--- config.mk ---
export PLATFORM = sky130hd
export DESIGN_NAME = sr_ff_bank
export DESIGN_NICKNAME = d
export VERILOG_FILES = /design/src/rtl/sr_ff_bank.sv
export SDC_FILE = /design/constraint.sdc
export NUM_CORES = 1
export LEC_CHECK = 0
export ABC_AREA = 1
export CAP_MARGIN = 0
export CORE_UTILIZATION = 40
export DETAILED_ROUTE_END_ITERATION = 12
export PLACE_DENSITY = 0.73
export SETUP_SLACK_MARGIN = 0.4
export SKIP_CTS_REPAIR_TIMING = 1
export SLEW_MARGIN = 20
export SYNTH_ARGS = -nofsm -noshare
export SYNTH_HDL_FRONTEND = slang
export SYNTH_SLANG_ARGS = --single-unit
--- constraint.sdc ---
create_clock -name clk -period 3 [get_ports clk]
set_input_delay 0.6 -clock clk [delete_from_list [all_inputs] [get_ports clk]]
set_output_delay 0.6 -clock clk [all_outputs]
set_load 0.05 [all_outputs]
--- src/rtl/sr_ff_bank.sv ---
// Bank of WIDTH independent clocked SR flip-flops with configurable s&r collision policy and a saturating collision counter.
// Define SR_FF_BANK_SYNC_EN to pass s, r and en through 2-flop synchronizers (3-cycle input-to-output latency).
module sr_ff_bank #(
    parameter int unsigned      WIDTH         = 8,
    parameter int unsigned      CONFLICT_MODE = 2,
    parameter logic [WIDTH-1:0] RESET_VAL     = '0
) (
    input  logic             clk,
    input  logic             rst_n,
    input  logic             en,
    input  logic [WIDTH-1:0] s,
    input  logic [WIDTH-1:0] r,
    input  logic             clr_cnt,
    output logic [WIDTH-1:0] q,
    output logic [WIDTH-1:0] qb,
    output logic [WIDTH-1:0] conflict,
    output logic [7:0]       conflict_cnt
);

    localparam int unsigned      CNT_W   = 8;
    localparam logic [CNT_W-1:0] CNT_MAX = '1;

    logic [WIDTH-1:0] s_eff;
    logic [WIDTH-1:0] r_eff;
    logic             en_eff;

`ifdef SR_FF_BANK_SYNC_EN
    logic [WIDTH-1:0] s_meta, s_sync;
    logic [WIDTH-1:0] r_meta, r_sync;
    logic             en_meta, en_sync;

    // Two-stage synchronizers for the request and enable inputs
    always_ff @(posedge clk or negedge rst_n) begin
        if (!rst_n) begin
            s_meta  <= '0;
            s_sync  <= '0;
            r_meta  <= '0;
            r_sync  <= '0;
            en_meta <= 1'b0;
            en_sync <= 1'b0;
        end else begin
            s_meta  <= s;
            s_sync  <= s_meta;
            r_meta  <= r;
            r_sync  <= r_meta;
            en_meta <= en;
            en_sync <= en_meta;
        end
    end

    assign s_eff  = s_sync;
    assign r_eff  = r_sync;
    assign en_eff = en_sync;
`else
    assign s_eff  = s;
    assign r_eff  = r;
    assign en_eff = en;
`endif

    logic [WIDTH-1:0] both_c;
    logic [WIDTH-1:0] set_only_c;
    logic [WIDTH-1:0] rst_only_c;
    logic [WIDTH-1:0] q_upd_c;
    logic [WIDTH-1:0] q_nxt_c;
    logic             collide_c;

    // Per-channel next state; collisions resolved by CONFLICT_MODE
    always_comb begin
        both_c     = s_eff & r_eff;
        set_only_c = s_eff & ~r_eff;
        rst_only_c = r_eff & ~s_eff;
        q_upd_c    = (q | set_only_c) & ~rst_only_c;
        case (CONFLICT_MODE)
            0:       q_upd_c = (q | set_only_c) & ~rst_only_c;
            1:       q_upd_c = (q | s_eff) & ~rst_only_c;
            3:       q_upd_c = ((q | set_only_c) & ~rst_only_c) ^ both_c;
            default: q_upd_c = (q | set_only_c) & ~r_eff;
        endcase
        q_nxt_c   = en_eff ? q_upd_c : q;
        collide_c = en_eff & (|both_c);
    end

    // Channel state; qb is registered alongside q so both switch on the same edge
    always_ff @(posedge clk or negedge rst_n) begin
        if (!rst_n) begin
            q        <= RESET_VAL;
            qb       <= ~RESET_VAL;
            conflict <= '0;
        end else begin
            q        <= q_nxt_c;
            qb       <= ~q_nxt_c;
            conflict <= en_eff ? both_c : '0;
        end
    end

    // Saturating collision-cycle counter; clear has priority over increment
    always_ff @(posedge clk or negedge rst_n) begin
        if (!rst_n) begin
            conflict_cnt <= '0;
        end else if (clr_cnt) begin
            conflict_cnt <= '0;
        end else if (collide_c && (conflict_cnt != CNT_MAX)) begin
            conflict_cnt <= conflict_cnt + CNT_W'(1);
        end
    end

endmodule

* Yosys cells after proc, flatten, opt, wreduce, memory -nomap -nowiden
Index checks and enable logic that the tools add are counted.
Word-level totals: logic and storage cells 20, register bits 32, output and inout port bits 32
Cells by class: equality and inequality tests 1, bitwise logic cells 7, add/sub/neg operators 1, mux-type cells 4, reduce and logical (&&, ||, !) cells 3
Operator list (count):
- $mux W8 | 4
- $and A8 B8 Y8 | 3
- $not A8 Y8 | 2
- $add A8 B1 Y8 const B | 1
- $ne A8 B8 Y1 const B | 1
- $or A8 B8 Y8 | 1
- $reduce_or A8 Y1 | 1
- $reduce_bool A2 Y1 | 1
- $and A1 B1 Y1 | 1
- $logic_and A1 B1 Y1 | 1

* Longest topological paths before layout
Gate-level depths: netlist of run 1.
depth in word-level cells 6, depth in mapped cells 8, gate-level depth less buffers 8

* Worst setup path before layout of run 1
No wires, ideal clock.
path type reg-to-reg, start point register conflict_cnt[0], end point register conflict_cnt[3], arrival time 1510 ps, required time 2881 ps, buffers on the path 0, cell stages (with the launch flop) 9, slack 1371 ps, setup time 119 ps, period minus slack after synthesis 1629 ps, cells stage by stage dfrtp_1 > ha_1 > nand2_2 > nor2_4 > nand2_2 > nand3_4 > nand2_4 > nand2_1 > nand2_1
Between the ends: cells in the longest elaborated chain, start to end 3, elaborated cells between the ends (all ways) 6, those cells by class add/sub: 1; eq/ne: 1; mux: 2; reduce/logical: 2
Ends and longest elaborated chain:
- from (decl) | RTL line 17 | output logic [7:0] conflict_cnt
- from (signal assigned) | RTL line 103 | conflict_cnt <= conflict_cnt + CNT_W'(1);
- $add A8 B1 Y8 or $ne A8 B8 Y1 (tied branches) | RTL line 103, 102
- $mux W8 or $logic_and A1 B1 Y1 (tied branches) | RTL line 102 | end else if (collide_c && (conflict_cnt != CNT_MAX)) begin
- $mux W8 or $reduce_bool A2 Y1 (tied branches)
Several ways; a longest one is shown, not always the timed one. The select of a mux whose other input is x is not followed. A chain may end at the register's enable or synchronous reset.

* Final worst setup path of run 1
start point register qb[2], end point output port qb[2]
RTL lines:
- from (decl) | RTL line 15 | output logic [WIDTH-1:0] qb,
- from (signal assigned) | RTL line 87 | qb <= ~RESET_VAL;
- from (signal assigned) | RTL line 91 | qb <= ~q_nxt_c;
No word-level cell between the ends.

==> results.cfg, run 1 <==
[outcome]
status = finished, final reports clean

[critical_path]
cpMaxStageDelayCell = clkdlybuf4s50_1
max_stage_delay_ns = 0.80
critical_path_class = flop to primary output
worst_r2r_endpoint = conflict_cnt[0]
crit_buf_inv = 1
crit_chain = clkdlybuf4s50_1
setup.worst_path.start = qb[2]
crit-reg2reg-launch = conflict_cnt[0]
critPathLaunchType = flop
arrival_ns = 1.66
path_delay_family = buffers and inverters
end_kind = primary output
rrSetupSlack_ns = 1.59
worstPathMaxFanout = 1
crit_path_end = qb[2]
rr_worst_depth = 8
worst-path-stages = 1
required_ns = 2.40

[synth]
syn-cell-area_mm2 = 0.00142
synth_ff_type = dfrtp_1
synth.net_count = 180
ys_seq_elements = 32
postSynthCellCount = 159
ys_async_sr_fraction_pct = 100
syn_area_per_cell_um2 = 8.92
synth_cell_types = 22
ys_warn_count = 0
ys_seq_area_share_pct = 57.1
synth-edff-count = 0

[detailed_routing]
drc = 0
routed_via_density = 4.55
drtPass1Iterations = 4
drt_iter0_drc = 52
via_count = 1191
final_antenna_net_count = 0
routedWlPerCell_um = 11.7
drt_wl_total_mm = 3.06

[timing]
max_freq_ghz = 0.442
finalMaxSlewViolations = 0
clock_skew_ns = 0.00349
fin_setup_tns_ns = 0
hold_violations = 0
relSlewSlack_pct = 65.0
rsz0062_at_grt = no
setup-violations-final = 0
min_period_ns = 2.26
fin_ws_ns = 0.738
worst_pin_slew_ns = 0.524
period_share_pct = 75.4

[die]
die-area_mm2 = 0.00379
core_mm2 = 0.00336
rows = 21
die_width_um = 61.6
ios = 52
start_util_pct = 42.2
die_y_um = 61.6

[worst_hold_path]
hp-class = flop to flop

[power]
p_per_area_mw_per_mm2 = 545
p_leak_nw = 1.00
peakVddDrop_uv = 235

[place]
dp_hpwl_mm = 2.23
io_buffer_count = 51
dp_slack_ns = 0.911
gp_congestion = 0.834

[clock_network]
tritoncts = done
cts_buffer_depth = 2
path_clk_slew_ns = 0.10
cts.root.buffer_cell = clkbuf_4
clock-sinks = 32
htree_levels = 2
clk_latency_ns = 0.33
numCtsBuffers = 5

[grt]
antenna_found_initial = 0
grt_pass1_wl_mm = 4.97
track_usage_pct = 18.6
grt-ovfl-total = 0
grt_pass1_vias = 1117
grt_max_degree = 33

[final_layout]
drive_above_1_share_pct = 12.0
n_antenna_cell = 0
nets = 236
fillers = 310
synthToLayoutAreaGrowth_pct = 44.4

[flow_run]
max_cap_violations = 0
-- layout make-up --
class	instances	area, um2	area share, %
inverters	24	90.1	4.40
clock inverters	3	42.5	2.08
clock buffers	5	37.5	1.83
repair buffers	52	518	25.3
well taps	46	57.6	2.81
flip-flops and latches	32	811	39.6
multi-input cells	100	492	24.0
-- kinds of logic after synthesis --
family          after synthesis  synth area share (%)
flops                        32                  57.1
compound gates               20                  8.47
simple gates                 78                  24.7
fa+ha+maj                     1                 0.882
buf+inv                      27                  8.20
xor+xnor                      1                 0.617
-- power by group --
group / total (W) / leakage [nW] / internal [W] / switching [W]
logic: 0.000299 / 0.565 / 0.000104 / 0.000195
clock network: 0.000323 / 0.0412 / 0.000174 / 0.000149
registers: 0.000494 / 0.398 / 0.000474 / 0.0000196
total: 0.00112 / 1.00 / 0.000752 / 0.000364
-- metal layers --
layer	up-vias	GRT usage, %	share of wire [%]
li1	601	-	-
met1	557	22.7	44
met2	29	29.8	51
met3	4	6.09	3.6
met4	0	8.57	1.8
met5	-	0	0
-- cells in the final DEF, fill, tap and decap left out, drive strengths merged --
master | netlist | layout
nor2 | 23 | 23
clkinv | 0 | 1
clkinvlp | 0 | 1
a21oi | 2 | 2
bufinv | 0 | 1
dfstp | 8 | 8
clkbuf | 1 | 5
a21o | 8 | 8
ha | 1 | 1
dfrtp | 24 | 24
xnor2 | 1 | 1
inv | 24 | 24
o21ai | 10 | 10
clkdlybuf4s50 | 0 | 51
nor3 | 1 | 1
buf | 2 | 1
nand3 | 11 | 11
nand2 | 43 | 43
-- state kept, by name, indices dropped and copies added (netlist names) --
register      count
conflict          8
conflict_cnt      8
q                 8
qb                8
-- tightest hold or removal path, delay by kind of cell (launching register included) --
family,cells,cell delay (ns)
flops,1,0.36
compound gates,2,0.15
-- cells in the mapped netlist, types with 2 or more instances --
| cell | number | area, um2 |
|---|---|---|
| nand2_1 | 40 | 150 |
| dfrtp_1 | 24 | 601 |
| inv_1 | 22 | 82.6 |
| nor2_1 | 20 | 75.1 |
| nand3_1 | 10 | 50.1 |
| a21o_1 | 8 | 60.1 |
| dfstp_2 | 8 | 210 |
| o21ai_0 | 8 | 40.0 |
| a21oi_1 | 2 | 10.0 |
| inv_2 | 2 | 7.51 |
| nand2_2 | 2 | 12.5 |
| nor2_4 | 2 | 22.5 |
| o21ai_1 | 2 | 10.0 |
-- how the worst min path moves through the flow --
stage,from,end,cells after the start
after floorplan,rst_n,conflict[0],0
after global placement,q[5],qb[5],2
after detailed placement,q[5],qb[5],2
after CTS,q[5],qb[5],2
after global routing,q[5],qb[5],2
final,q[5],qb[5],2
-- through the flow --
step | area (um2) | hold slack, ns | utilization, % | instances | total power (W)
2_1_floorplan | 1420 | 0.304 | - | 159 | 0.000685
3_3_place_gp | 1970 | 0.481 | 58.5 | 254 | 0.000798
3_5_place_dp | 1970 | 0.488 | 58.5 | 254 | 0.000802
4_1_cts | 2050 | 0.503 | 60.9 | 262 | 0.00113
5_1_grt | 2050 | 0.529 | 60.9 | 262 | 0.00117
6_report | 2050 | 0.501 | 60.9 | 262 | 0.00112
(Power assumes the default switching activity.)
==> run 2, diff against run 1 <==
CORE_UTILIZATION = 39   (was 40)
PLACE_DENSITY = 0.74   (was 0.73)
clock period = 2 ns   (was 3 ns; I/O delays follow)
==> run 2 against run 1 <==
Against the previous run:
- sequential power rose by 50%
- routed wire length is 5.2% higher
- flip-flop and latch count unchanged
- combinational power increased by 45%
- die area is 2.5% higher
- cell area shrank 0.31%
- final cell count is 0.76% higher
- register-to-register slack got worse by 0.96 ns
- non-clock buffer count rose by 2
- critical path type unchanged
- largest power group unchanged
- highest routed layer unchanged
==> results.cfg, run 2 (synthesized netlist as in run 1, its figures left out) <==
[detailed_routing]
drc = 0
routedWlPerCell_um = 12.2
routed_via_density = 4.51
final_antenna_net_count = 0
drt_iter0_drc = 32
via_count = 1191
drt_wl_total_mm = 3.22
drtPass1Iterations = 4

[grt]
track_usage_pct = 18.1
grt-ovfl-total = 0
antenna_found_initial = 0
grt_pass1_wl_mm = 5.33
grt_max_degree = 33
grt_pass1_vias = 1164

[final_layout]
synthToLayoutAreaGrowth_pct = 43.9
final_util_pct = 59.8
regArea_um2 = 813
mostFrequentLayoutCell = nand2_1
final_cell_mix = 40 x nand2_1, 22 x inv_1, 22 x dfrtp_1, 20 x nor2_1, 19 x clkdlybuf4s50_1
multi_input_area_um2 = 492
n_antenna_cell = 0
drive_above_1_share_pct = 19.7
finish.instance_area_mm2 = 0.00204
nets = 238
fillers = 317

[clock_network]
clock-sinks = 32
cts_buffer_depth = 2
path_clk_slew_ns = 0.09
numCtsBuffers = 5
clk_latency_ns = 0.34
tritoncts = done
cts.root.buffer_cell = clkbuf_4
htree_levels = 2

[critical_path]
critical_path_class = flop to primary output
path_delay_family = buffers and inverters
arrival_ns = 1.22
worst_r2r_endpoint = conflict_cnt[1]
crit_chain = dlymetal6s2s_1
required_ns = 1.60
critPathLaunchType = flop
rrSetupSlack_ns = 0.63
crit-reg2reg-launch = conflict_cnt[0]
rr_worst_depth = 8
cpMaxStageDelayCell = dlymetal6s2s_1
end_kind = primary output
worstPathMaxFanout = 5
crit_buf_inv = 1
max_stage_delay_ns = 0.45

[die]
ios = 52
rows = 21
start_util_pct = 41.5
core_mm2 = 0.00342
die-area_mm2 = 0.00388
die_y_um = 62.3
die_width_um = 62.3

[place]
io_buffer_count = 51
gp_congestion = 0.795
dp_slack_ns = 0.279
place_area_mm2 = 0.00196
dp_hpwl_mm = 2.28

[power]
swShare_pct = 34.1
intPower_w = 0.00103
pwr-share-comb_pct = 27.9
peakVddDrop_uv = 494
clock_power_share_pct = 24.5
switchingPower_w = 0.000531
p_leak_nw = 1.25
seqPwrFrac_pct = 47.6
p_per_area_mw_per_mm2 = 763

[timing]
worst_pin_slew_ns = 0.544
relSlewSlack_pct = 63.7
rsz0062_at_grt = yes
fin_ws_ns = 0.378
finalMaxSlewViolations = 0
period_share_pct = 81.1
min_period_ns = 1.62
setup-violations-final = 0
hold_ws_ns = 0.450
hold_violations = 0
fin_setup_tns_ns = 0
max_freq_ghz = 0.617
clock_skew_ns = 0.00619

[flow_run]
max_cap_violations = 0

[outcome]
status = finished, final reports clean

[worst_hold_path]
hp-class = primary input to async pin
==> run 2: changes by cell type in the layout (fill, tap and decap cells not counted), moves of 2 or more <==
cell,previous run,this run
clkbuf_2,0,3
dlymetal6s2s_1,0,17
clkdlybuf4s50_1,51,19
clkbuf_1,0,2
dfrtp_2,0,2
buf_4,1,15
dfrtp_1,24,22
==> run 2: worst max path at each step <==
stage | startpoint | to | slack (ns) | depth (start not counted)
after floorplan | conflict_cnt[0] | conflict_cnt[3] | 0.55 | 8
after global placement | en | q[0] | 0.32 | 4
after detailed placement | en | q[0] | 0.28 | 4
after CTS | conflict_cnt[5] | conflict_cnt[5] | -0.02 | 1
after global routing | conflict_cnt[5] | conflict_cnt[5] | 0.32 | 1
final | conflict_cnt[5] | conflict_cnt[5] | 0.38 | 1
==> run 2: layout make-up <==
type,instances,share of cell area [%]
repair buffers,54,26.0
inverters,24,4.41
well taps,46,2.82
clock buffers,8,2.88
multi-input cells,100,24.1
flip-flops and latches,32,39.8
==> run 2: routing by layer <==
metal  GRT usage, %  up-vias  wire length (um)
met1           22.1      545              1410
met2           29.4       30              1590
met5              0        -                 0
met3           6.43        8               161
met4           6.98        0                67
li1               -      608                 -
==> run 2: stage by stage <==
step | total power [W] | std cells
5_1_grt | 0.00163 | 264
3_3_place_gp | 0.00120 | 256
2_1_floorplan | 0.00103 | 159
3_5_place_dp | 0.00120 | 256
4_1_cts | 0.00157 | 264
6_report | 0.00156 | 264
==> run 2: power groups by stage <==
stage	registers (W)	clock network, W	logic [W]
after floorplan	0.000942	0	0.0000867
after global placement	0.000755	0	0.000442
after detailed placement	0.000755	0	0.000444
after CTS	0.000743	0.000385	0.000445
after global routing	0.000748	0.000422	0.000463
final	0.000742	0.000381	0.000435
